`src/rtl/sal_ddr2_pkg.sv`:
```
// Shared types for the SAL DDR2 per-bank controller.
//   cmd_op_e     : command code driven to the channel scheduler (ACT/PRE/RD/WR)
//   bank_state_e : bank FSM states
//   req_t/cmd_t  : request and command records at the default field widths
package sal_ddr2_pkg;

    localparam int unsigned DefIdWidth  = 4;
    localparam int unsigned DefRaWidth  = 14;
    localparam int unsigned DefCaWidth  = 10;
    localparam int unsigned DefLenWidth = 4;

    typedef enum logic [1:0] {
        CmdAct = 2'd0,
        CmdPre = 2'd1,
        CmdRd  = 2'd2,
        CmdWr  = 2'd3
    } cmd_op_e;

    typedef enum logic [1:0] {
        StClosed,
        StActivating,
        StOpen,
        StPrecharging
    } bank_state_e;

    typedef struct packed {
        logic [DefIdWidth-1:0]  id;
        logic [DefRaWidth-1:0]  ra;
        logic [DefCaWidth-1:0]  ca;
        logic [DefLenWidth-1:0] len;
        logic                   wr;
    } req_t;

    typedef struct packed {
        cmd_op_e                op;
        logic [DefIdWidth-1:0]  id;
        logic [DefRaWidth-1:0]  ra;
        logic [DefCaWidth-1:0]  ca;
        logic [DefLenWidth-1:0] len;
    } cmd_t;

endpackage

```
`src/rtl/sal_bank_ctrl_if.sv`:
```
// Bus bundle of one bank controller.
//   req_*   : request stream from the address decoder (valid/ready)
//   cmd_*   : DRAM commands to the channel scheduler (valid/ready)
//   ref_req : refresh request (level), ref_gnt : bank parked and idle
// Modports: slave = bank controller, master = decoder/scheduler/refresh side.
interface sal_bank_ctrl_if #(
    parameter int unsigned ID_WIDTH  = sal_ddr2_pkg::DefIdWidth,
    parameter int unsigned RA_WIDTH  = sal_ddr2_pkg::DefRaWidth,
    parameter int unsigned CA_WIDTH  = sal_ddr2_pkg::DefCaWidth,
    parameter int unsigned LEN_WIDTH = sal_ddr2_pkg::DefLenWidth
);
    import sal_ddr2_pkg::*;

    logic                 req_valid;
    logic                 req_ready;
    logic [ID_WIDTH-1:0]  req_id;
    logic [RA_WIDTH-1:0]  req_ra;
    logic [CA_WIDTH-1:0]  req_ca;
    logic [LEN_WIDTH-1:0] req_len;
    logic                 req_wr;

    logic                 cmd_valid;
    logic                 cmd_ready;
    cmd_op_e              cmd_op;
    logic [ID_WIDTH-1:0]  cmd_id;
    logic [RA_WIDTH-1:0]  cmd_ra;
    logic [CA_WIDTH-1:0]  cmd_ca;
    logic [LEN_WIDTH-1:0] cmd_len;

    logic                 ref_req;
    logic                 ref_gnt;

    modport slave (
        input  req_valid, req_id, req_ra, req_ca, req_len, req_wr, cmd_ready, ref_req,
        output req_ready, cmd_valid, cmd_op, cmd_id, cmd_ra, cmd_ca, cmd_len, ref_gnt
    );

    modport master (
        output req_valid, req_id, req_ra, req_ca, req_len, req_wr, cmd_ready, ref_req,
        input  req_ready, cmd_valid, cmd_op, cmd_id, cmd_ra, cmd_ca, cmd_len, ref_gnt
    );

endinterface

```
`src/rtl/sal_timing_cnt.sv`:
```
// Saturating timing down-counter.
//   clk, rst_n  : clock, asynchronous active-low reset
//   load_i      : load load_val_i this cycle (wins over decrement)
//   load_val_i  : value to load (T-1 for a T-cycle constraint)
//   is_zero_o   : counter has expired
module sal_timing_cnt #(
    parameter int unsigned CNT_WIDTH = 4
) (
    input  logic                 clk,
    input  logic                 rst_n,
    input  logic                 load_i,
    input  logic [CNT_WIDTH-1:0] load_val_i,
    output logic                 is_zero_o
);

    logic [CNT_WIDTH-1:0] cnt_q, cnt_d;

    always_comb begin
        cnt_d = cnt_q;
        if (load_i) begin
            cnt_d = load_val_i;
        end else if (cnt_q != '0) begin
            cnt_d = cnt_q - CNT_WIDTH'(1);
        end
    end

    always_ff @(posedge clk or negedge rst_n) begin
        if (!rst_n) begin
            cnt_q <= '0;
        end else begin
            cnt_q <= cnt_d;
        end
    end

    assign is_zero_o = (cnt_q == '0);

endmodule

```
`src/rtl/sal_bank_ctrl.sv`:
```
// Per-bank DRAM controller: buffers one request, tracks the open row, enforces
// tRCD/tRP/tRAS/tRTP/tWTP and issues ACT/PRE/RD/WR to the scheduler.
//   clk, rst_n : clock, asynchronous active-low reset
//   bus        : sal_bank_ctrl_if.slave (request in, command out, refresh)
// Build option: SAL_BK_CLOSED_PAGE_EN defined -> precharge an idle open row as
// soon as timing allows; undefined -> row stays open until a miss or refresh.
module sal_bank_ctrl
    import sal_ddr2_pkg::*;
#(
    parameter int unsigned ID_WIDTH  = DefIdWidth,
    parameter int unsigned RA_WIDTH  = DefRaWidth,
    parameter int unsigned CA_WIDTH  = DefCaWidth,
    parameter int unsigned LEN_WIDTH = DefLenWidth,
    parameter int unsigned CNT_WIDTH = 4,
    parameter int unsigned T_RCD     = 3,
    parameter int unsigned T_RP      = 3,
    parameter int unsigned T_RAS     = 8,
    parameter int unsigned T_RTP     = 2,
    parameter int unsigned T_WTP     = 6
) (
    input logic           clk,
    input logic           rst_n,
    sal_bank_ctrl_if.slave bus
);

`ifdef SAL_BK_CLOSED_PAGE_EN
    localparam bit ClosedPage = 1'b1;
`else
    localparam bit ClosedPage = 1'b0;
`endif

    bank_state_e          state_q, state_d;
    logic                 buf_valid_q, buf_valid_d;
    logic [ID_WIDTH-1:0]  buf_id_q, buf_id_d;
    logic [RA_WIDTH-1:0]  buf_ra_q, buf_ra_d;
    logic [CA_WIDTH-1:0]  buf_ca_q, buf_ca_d;
    logic [LEN_WIDTH-1:0] buf_len_q, buf_len_d;
    logic                 buf_wr_q, buf_wr_d;
    logic [RA_WIDTH-1:0]  open_row_q, open_row_d;

    // Captured command while the scheduler stalls, so valid/payload stay put.
    logic                 hold_q, hold_d;
    cmd_op_e              hold_op_q, hold_op_d;
    logic [ID_WIDTH-1:0]  hold_id_q, hold_id_d;
    logic [RA_WIDTH-1:0]  hold_ra_q, hold_ra_d;
    logic [CA_WIDTH-1:0]  hold_ca_q, hold_ca_d;
    logic [LEN_WIDTH-1:0] hold_len_q, hold_len_d;

    logic                 f_valid;
    cmd_op_e              f_op;
    logic [ID_WIDTH-1:0]  f_id;
    logic [RA_WIDTH-1:0]  f_ra;
    logic [CA_WIDTH-1:0]  f_ca;
    logic [LEN_WIDTH-1:0] f_len;

    logic                 cmd_valid;
    cmd_op_e              cmd_op;
    logic [ID_WIDTH-1:0]  cmd_id;
    logic [RA_WIDTH-1:0]  cmd_ra;
    logic [CA_WIDTH-1:0]  cmd_ca;
    logic [LEN_WIDTH-1:0] cmd_len;

    logic req_ready, req_fire, cmd_fire, row_hit, col_ok, pre_ok;
    logic act_fire, pre_fire, rd_fire, wr_fire;
    logic rcd_zero, rp_zero, ras_zero, rtp_zero, wtp_zero;

    always_comb begin
        req_ready = !buf_valid_q && !bus.ref_req;
        req_fire  = bus.req_valid && req_ready;
        row_hit   = (buf_ra_q == open_row_q);
        // Column commands may go out in the very cycle tRCD expires.
        col_ok    = (state_q == StOpen) || ((state_q == StActivating) && rcd_zero);
        pre_ok    = ras_zero && rtp_zero && wtp_zero;

        f_valid = 1'b0;
        f_op    = CmdAct;
        f_id    = '0;
        f_ra    = '0;
        f_ca    = '0;
        f_len   = '0;
        if ((state_q == StClosed) && buf_valid_q) begin
            f_valid = 1'b1;
            f_ra    = buf_ra_q;
        end else if (col_ok && buf_valid_q && row_hit) begin
            f_valid = 1'b1;
            f_op    = buf_wr_q ? CmdWr : CmdRd;
            f_id    = buf_id_q;
            f_ra    = buf_ra_q;
            f_ca    = buf_ca_q;
            f_len   = buf_len_q;
        end else if ((state_q == StOpen) && pre_ok &&
                     (buf_valid_q ? !row_hit : (bus.ref_req || ClosedPage))) begin
            f_valid = 1'b1;
            f_op    = CmdPre;
            f_ra    = open_row_q;
        end

        cmd_valid = hold_q || f_valid;
        cmd_op    = hold_q ? hold_op_q  : f_op;
        cmd_id    = hold_q ? hold_id_q  : f_id;
        cmd_ra    = hold_q ? hold_ra_q  : f_ra;
        cmd_ca    = hold_q ? hold_ca_q  : f_ca;
        cmd_len   = hold_q ? hold_len_q : f_len;

        cmd_fire = cmd_valid && bus.cmd_ready;
        act_fire = cmd_fire && (cmd_op == CmdAct);
        pre_fire = cmd_fire && (cmd_op == CmdPre);
        rd_fire  = cmd_fire && (cmd_op == CmdRd);
        wr_fire  = cmd_fire && (cmd_op == CmdWr);

        hold_d     = cmd_valid && !bus.cmd_ready;
        hold_op_d  = cmd_op;
        hold_id_d  = cmd_id;
        hold_ra_d  = cmd_ra;
        hold_ca_d  = cmd_ca;
        hold_len_d = cmd_len;

        state_d = state_q;
        case (state_q)
            StClosed:      if (act_fire) state_d = StActivating;
            StActivating:  if (rcd_zero) state_d = StOpen;
            StOpen:        if (pre_fire) state_d = StPrecharging;
            StPrecharging: if (rp_zero)  state_d = StClosed;
            default:       state_d = StClosed;
        endcase

        open_row_d  = act_fire ? cmd_ra : open_row_q;
        buf_valid_d = buf_valid_q;
        buf_id_d    = buf_id_q;
        buf_ra_d    = buf_ra_q;
        buf_ca_d    = buf_ca_q;
        buf_len_d   = buf_len_q;
        buf_wr_d    = buf_wr_q;
        if (rd_fire || wr_fire) begin
            buf_valid_d = 1'b0;
        end else if (req_fire) begin
            buf_valid_d = 1'b1;
            buf_id_d    = bus.req_id;
            buf_ra_d    = bus.req_ra;
            buf_ca_d    = bus.req_ca;
            buf_len_d   = bus.req_len;
            buf_wr_d    = bus.req_wr;
        end
    end

    always_ff @(posedge clk or negedge rst_n) begin
        if (!rst_n) begin
            state_q     <= StClosed;
            buf_valid_q <= 1'b0;
            buf_id_q    <= '0;
            buf_ra_q    <= '0;
            buf_ca_q    <= '0;
            buf_len_q   <= '0;
            buf_wr_q    <= 1'b0;
            open_row_q  <= '0;
            hold_q      <= 1'b0;
            hold_op_q   <= CmdAct;
            hold_id_q   <= '0;
            hold_ra_q   <= '0;
            hold_ca_q   <= '0;
            hold_len_q  <= '0;
        end else begin
            state_q     <= state_d;
            buf_valid_q <= buf_valid_d;
            buf_id_q    <= buf_id_d;
            buf_ra_q    <= buf_ra_d;
            buf_ca_q    <= buf_ca_d;
            buf_len_q   <= buf_len_d;
            buf_wr_q    <= buf_wr_d;
            open_row_q  <= open_row_d;
            hold_q      <= hold_d;
            hold_op_q   <= hold_op_d;
            hold_id_q   <= hold_id_d;
            hold_ra_q   <= hold_ra_d;
            hold_ca_q   <= hold_ca_d;
            hold_len_q  <= hold_len_d;
        end
    end

    sal_timing_cnt #(.CNT_WIDTH(CNT_WIDTH)) u_rcd_cnt (
        .clk(clk), .rst_n(rst_n), .load_i(act_fire),
        .load_val_i(CNT_WIDTH'(T_RCD - 1)), .is_zero_o(rcd_zero)
    );
    sal_timing_cnt #(.CNT_WIDTH(CNT_WIDTH)) u_ras_cnt (
        .clk(clk), .rst_n(rst_n), .load_i(act_fire),
        .load_val_i(CNT_WIDTH'(T_RAS - 1)), .is_zero_o(ras_zero)
    );
    sal_timing_cnt #(.CNT_WIDTH(CNT_WIDTH)) u_rp_cnt (
        .clk(clk), .rst_n(rst_n), .load_i(pre_fire),
        .load_val_i(CNT_WIDTH'(T_RP - 1)), .is_zero_o(rp_zero)
    );
    sal_timing_cnt #(.CNT_WIDTH(CNT_WIDTH)) u_rtp_cnt (
        .clk(clk), .rst_n(rst_n), .load_i(rd_fire),
        .load_val_i(CNT_WIDTH'(T_RTP - 1)), .is_zero_o(rtp_zero)
    );
    sal_timing_cnt #(.CNT_WIDTH(CNT_WIDTH)) u_wtp_cnt (
        .clk(clk), .rst_n(rst_n), .load_i(wr_fire),
        .load_val_i(CNT_WIDTH'(T_WTP - 1)), .is_zero_o(wtp_zero)
    );

    assign bus.req_ready = req_ready;
    assign bus.cmd_valid = cmd_valid;
    assign bus.cmd_op    = cmd_op;
    assign bus.cmd_id    = cmd_id;
    assign bus.cmd_ra    = cmd_ra;
    assign bus.cmd_ca    = cmd_ca;
    assign bus.cmd_len   = cmd_len;
    assign bus.ref_gnt   = (state_q == StClosed) && !buf_valid_q && bus.ref_req;

endmodule

```
`src/flat_wrapper.sv`:
```
// flat-port wrapper written by rule: the top's interface ports become plain ports
module sal_bank_ctrl_flat import sal_ddr2_pkg::*;
#(
    parameter int unsigned ID_WIDTH  = DefIdWidth,
    parameter int unsigned RA_WIDTH  = DefRaWidth,
    parameter int unsigned CA_WIDTH  = DefCaWidth,
    parameter int unsigned LEN_WIDTH = DefLenWidth,
    parameter int unsigned CNT_WIDTH = 4,
    parameter int unsigned T_RCD     = 3,
    parameter int unsigned T_RP      = 3,
    parameter int unsigned T_RAS     = 8,
    parameter int unsigned T_RTP     = 2,
    parameter int unsigned T_WTP     = 6
)
  (clk, rst_n, bus_req_valid, bus_req_id, bus_req_ra, bus_req_ca, bus_req_len, bus_req_wr, bus_cmd_ready, bus_ref_req, bus_req_ready, bus_cmd_valid, bus_cmd_op, bus_cmd_id, bus_cmd_ra, bus_cmd_ca, bus_cmd_len, bus_ref_gnt);
  sal_bank_ctrl_if #(.ID_WIDTH(ID_WIDTH), .RA_WIDTH(RA_WIDTH), .CA_WIDTH(CA_WIDTH), .LEN_WIDTH(LEN_WIDTH)) bus_i ();
  input logic clk;
  input logic rst_n;
  input wire logic [$bits(bus_i.req_valid)-1:0] bus_req_valid;
  input wire logic [$bits(bus_i.req_id)-1:0] bus_req_id;
  input wire logic [$bits(bus_i.req_ra)-1:0] bus_req_ra;
  input wire logic [$bits(bus_i.req_ca)-1:0] bus_req_ca;
  input wire logic [$bits(bus_i.req_len)-1:0] bus_req_len;
  input wire logic [$bits(bus_i.req_wr)-1:0] bus_req_wr;
  input wire logic [$bits(bus_i.cmd_ready)-1:0] bus_cmd_ready;
  input wire logic [$bits(bus_i.ref_req)-1:0] bus_ref_req;
  output wire logic [$bits(bus_i.req_ready)-1:0] bus_req_ready;
  output wire logic [$bits(bus_i.cmd_valid)-1:0] bus_cmd_valid;
  output wire logic [$bits(bus_i.cmd_op)-1:0] bus_cmd_op;
  output wire logic [$bits(bus_i.cmd_id)-1:0] bus_cmd_id;
  output wire logic [$bits(bus_i.cmd_ra)-1:0] bus_cmd_ra;
  output wire logic [$bits(bus_i.cmd_ca)-1:0] bus_cmd_ca;
  output wire logic [$bits(bus_i.cmd_len)-1:0] bus_cmd_len;
  output wire logic [$bits(bus_i.ref_gnt)-1:0] bus_ref_gnt;
  assign bus_i.req_valid = bus_req_valid;
  assign bus_i.req_id = bus_req_id;
  assign bus_i.req_ra = bus_req_ra;
  assign bus_i.req_ca = bus_req_ca;
  assign bus_i.req_len = bus_req_len;
  assign bus_i.req_wr = bus_req_wr;
  assign bus_i.cmd_ready = bus_cmd_ready;
  assign bus_i.ref_req = bus_ref_req;
  assign bus_req_ready = bus_i.req_ready;
  assign bus_cmd_valid = bus_i.cmd_valid;
  assign bus_cmd_op = bus_i.cmd_op;
  assign bus_cmd_id = bus_i.cmd_id;
  assign bus_cmd_ra = bus_i.cmd_ra;
  assign bus_cmd_ca = bus_i.cmd_ca;
  assign bus_cmd_len = bus_i.cmd_len;
  assign bus_ref_gnt = bus_i.ref_gnt;
  sal_bank_ctrl #(.ID_WIDTH(ID_WIDTH), .RA_WIDTH(RA_WIDTH), .CA_WIDTH(CA_WIDTH), .LEN_WIDTH(LEN_WIDTH), .CNT_WIDTH(CNT_WIDTH), .T_RCD(T_RCD), .T_RP(T_RP), .T_RAS(T_RAS), .T_RTP(T_RTP), .T_WTP(T_WTP)) u_core (.clk(clk), .rst_n(rst_n), .bus(bus_i));
endmodule
```
`config.mk`:
```
export PLATFORM = sky130hd
export DESIGN_NAME = sal_bank_ctrl_flat
export DESIGN_NICKNAME = d
export VERILOG_FILES = /design/src/rtl/sal_ddr2_pkg.sv /design/src/rtl/sal_bank_ctrl_if.sv /design/src/rtl/sal_timing_cnt.sv /design/src/rtl/sal_bank_ctrl.sv /design/src/flat_wrapper.sv
export SDC_FILE = /design/constraint.sdc
export NUM_CORES = 1
export LEC_CHECK = 0
export ABC_AREA = 1
export CAP_MARGIN = 0
export CORE_MARGIN = 4
export CORE_UTILIZATION = 58
export DETAILED_ROUTE_END_ITERATION = 10
export HOLD_SLACK_MARGIN = 0.06
export PLACE_DENSITY = 0.95
export REMOVE_ABC_BUFFERS = 1
export SLEW_MARGIN = 10
export SYNTH_ARGS = -nofsm -noshare
export SYNTH_HDL_FRONTEND = slang
export SYNTH_SLANG_ARGS = --single-unit
```
`constraint.sdc`:
```
create_clock -name clk -period 5.2 [get_ports clk]
set_input_delay 1.04 -clock clk [delete_from_list [all_inputs] [get_ports clk]]
set_output_delay 1.04 -clock clk [all_outputs]
set_load 0.01 [all_outputs]
```
==> impl_metrics.py <==
metrics = {
    "timing": {
        "slew_violations": 0,
        "slew_headroom_pct": 40.7,
        "fin_tns_setup_ns": 0,
        "worst_clock_skew_ns": 0.0175,
        "fin_crit_sh_pct": 87.7,
        "rsz0062_at_grt": "false",
        "fmax_ghz": 0.219,
        "tightest_slew_ns": 0.889,
        "hold_viol": 0,
        "fin_ws_ns": 0.640,
        "final.min_clock_period_ns": 4.56,
        "finalSetupViolCount": 0,
    },
    "layout": {
        "syn_to_final_growth_pct": 19.2,
        "final_common_cell": "nand2_1",
        "multiInputGateArea_um2": 1940,
        "fillers": 586,
        "drive_above_1_share_pct": 11.0,
        "nets": 666,
        "final_core_util_pct": 71.7,
        "seq_area_um2": 2630,
        "final_cell_mix": "nand2_1 (114), dfrtp_1 (105), inv_1 (75)",
        "antenna_cells": 0,
    },
    "routing": {
        "via_per_inst": 5.39,
        "wirelength_um": 11100,
        "wire_per_inst_um": 15.3,
        "drc": 0,
        "drt_pass1_iterations": 5,
        "via_count": 3909,
        "drtIter0Drc": 245,
        "drtAntennaViolNets": 0,
    },
    "critical_path": {
        "end_kind": "output port",
        "cp_cell_sequence": "inv_1 > ha_1 > o21bai_1 > nand3_4 > nand2_1 > inv_1 > nand3_1 > a21oi_1 > clkdlybuf4s50_1",
        "critPathMostFrequentCell": "inv_1",
        "path_buf_inv": 3,
        "arrival_ns": 3.52,
        "critical_path_depth": 9,
        "cp-start-kind": "register",
        "slowest_stage": "clkdlybuf4s50_1",
        "required_ns": 4.16,
        "r2r_cells": 10,
        "cpLargestDelayFamily": "buffers and inverters",
        "path_class": "register to output port",
        "critPathMaxFanout": 15,
        "cpPeakStageDelay_ns": 0.60,
    },
    "clock_tree": {
        "cts_root_buffer": "clkbuf_8",
        "htree_levels": 3,
        "post_cts_buffers": 0,
        "insertion_delay_ns": 0.38,
        "cts_resized": 0,
        "clkSlewWorstSetupHoldPaths_ns": 0.11,
        "cts_hold_buf": 0,
        "cts_num_sinks": 105,
        "cts_max_path_buffers": 2,
        "cts_buffers": 9,
        "cts_tree": "done",
    },
    "floorplanning": {
        "core-area_um2": 8300,
        "row_count": 33,
        "die_h_um": 101,
        "num_io_pins": 75,
        "die_area_um2": 10200,
        "start_util_pct": 60.1,
        "die_x_um": 101,
    },
    "synth": {
        "synthMuxAreaShare_pct": 0,
        "synthAdderAreaFrac_pct": 3.26,
        "synth_cells": 546,
        "synth_xor_area_share_pct": 1.58,
        "syn_area_per_cell_um2": 9.14,
        "synth_warnings": 0,
        "synth-simple-area-share_pct": 19.6,
        "syn-cell-area_um2": 4990,
        "synth_top_family_by_area": "simple AND/OR/NAND/NOR gates",
        "synth_edf_count": 0,
        "ys_seq_elements": 105,
        "synth_cell_types": 34,
        "ys.flop_type": "dfrtp_1",
        "async_flop_share_pct": 100,
        "yosysSeqAreaShare_pct": 52.7,
        "synth_compound_area_share_pct": 14.4,
    },
    "pwr": {
        "p_per_area_nw_per_um2": 523,
        "leakagePower_nw": 2.91,
        "vdd_ir_drop_max_mv": 0.246,
    },
    "grt": {
        "overflow": 0,
        "antenna_found_initial": 0,
        "grt_usage_pct": 23.2,
        "grt_pass1_vias": 4068,
        "grt_max_degree": 68,
        "grt_pass1_wl_um": 18500,
    },
    "place": {
        "dpl.hpwl_um": 7790,
        "dp_worst_setup_slack_ns": 0.714,
        "port_buffers": 74,
        "globalplace.congestion": 0.869,
    },
    "status": {
        "status": "finished clean",
    },
    "min_path": {
        "holdPathStages": 2,
        "hp-class": "register to register",
    },
    "run": {
        "maxCapViolCount": 0,
    },
}
==> through the flow <==
stage,cells,power [mW],area (um2),hold slack (ns)
3_3_place_gp,709,2.51,5760,0.466
2_1_floorplan,527,2.14,4860,0.454
6_report,725,3.11,5950,0.497
5_1_grt,725,3.35,5950,0.515
3_5_place_dp,709,2.62,5760,0.470
4_1_cts,725,3.12,5950,0.497
==> power by group <==
group	switching, mW	internal, mW	leakage (nW)
Clock	0.309	0.191	0.0985
Sequential	0.197	1.11	1.31
Combinational	0.768	0.539	1.51
==> state kept, by name, summed over array words and instances (netlist names) <==
signal,count
u_core.hold_len_q,4
u_core.buf_ra_q,14
u_core.buf_wr_q,1
u_core.open_row_q,14
u_core.hold_ra_q,14
u_core.hold_ca_q,10
u_core.u_wtp_cnt.cnt_q,4
u_core.u_rcd_cnt.cnt_q,4
u_core.u_ras_cnt.cnt_q,4
u_core.hold_op_q,2
u_core.state_q,2
u_core.buf_len_q,4
u_core.u_rtp_cnt.cnt_q,4
u_core.buf_id_q,4
u_core.buf_ca_q,10
u_core.hold_id_q,4
u_core.buf_valid_q,1
u_core.u_rp_cnt.cnt_q,4
u_core.hold_q,1
==> tightest hold or removal path, delay by kind of cell (launching register included) <==
kind	cells	cell delay, ns
flip-flops	1	0.36
AND/OR/NAND/NOR	1	0.05
AO/OA/AOI/OAI	1	0.06
==> cells in the mapped netlist (all sizes together) (3+ instances only) <==
master / n / area [um2]
a21oi: 43 / 268
a22o: 18 / 158
buf: 15 / 110
clkbuf: 4 / 15.0
dfrtp: 105 / 2630
ha: 13 / 163
inv: 80 / 300
nand2: 120 / 480
nand3: 24 / 158
nand4: 3 / 18.8
nor2: 52 / 215
nor3: 10 / 70.1
o211ai: 3 / 22.5
o21ai: 40 / 249
xnor2: 7 / 61.3
==> logic make-up (layout without fill, tap and decap cells) <==
| group | after synthesis | count (layout) |
|---|---|---|
| flip-flops | 105 | 105 |
| adder cells (fa/ha/maj) | 13 | 13 |
| XOR/XNOR | 9 | 9 |
| AO/OA/AOI/OAI | 107 | 107 |
| buffers and inverters | 99 | 173 |
| AND/OR/NAND/NOR | 213 | 213 |
==> routing by layer <==
| metal | global-route usage [%] | vias up | wire length [um] |
|---|---|---|---|
| li1 | - | 1882 | - |
| met1 | 28.5 | 1857 | 4510 |
| met2 | 38.9 | 144 | 5590 |
| met3 | 5.88 | 26 | 700 |
| met4 | 9.64 | 0 | 274 |
| met5 | 0 | - | 0 |
==> cell type report <==
type / instances / area share, %
Clock buffer: 10 / 2.15
Clock inverter: 6 / 1.09
Inverter: 80 / 5.05
Multi-Input combinational cell: 342 / 32.6
Sequential cell: 105 / 44.2
Tap cell: 105 / 2.21
Timing Repair Buffer: 77 / 12.8
==> final timing paths <==
path,startpoint,end,slack (ns)
min reg2reg,u_core.buf_ca_q[6]$_DFFE_PN0P_,u_core.buf_ca_q[6]$_DFFE_PN0P_,0.50
max,u_core.state_q[0]$_DFFE_PN0P_,bus_cmd_ra[5],0.64
max reg2reg,u_core.state_q[0]$_DFFE_PN0P_,u_core.open_row_q[5]$_DFFE_PN0P_,2.39
min in group asynchronous,rst_n,u_core.buf_ra_q[6]$_DFFE_PN0P_,0.68
min,u_core.buf_ca_q[6]$_DFFE_PN0P_,u_core.buf_ca_q[6]$_DFFE_PN0P_,0.50
max in group asynchronous,rst_n,u_core.u_rp_cnt.cnt_q[0]$_DFFE_PN0P_,3.39
(Power assumes the default switching activity.)
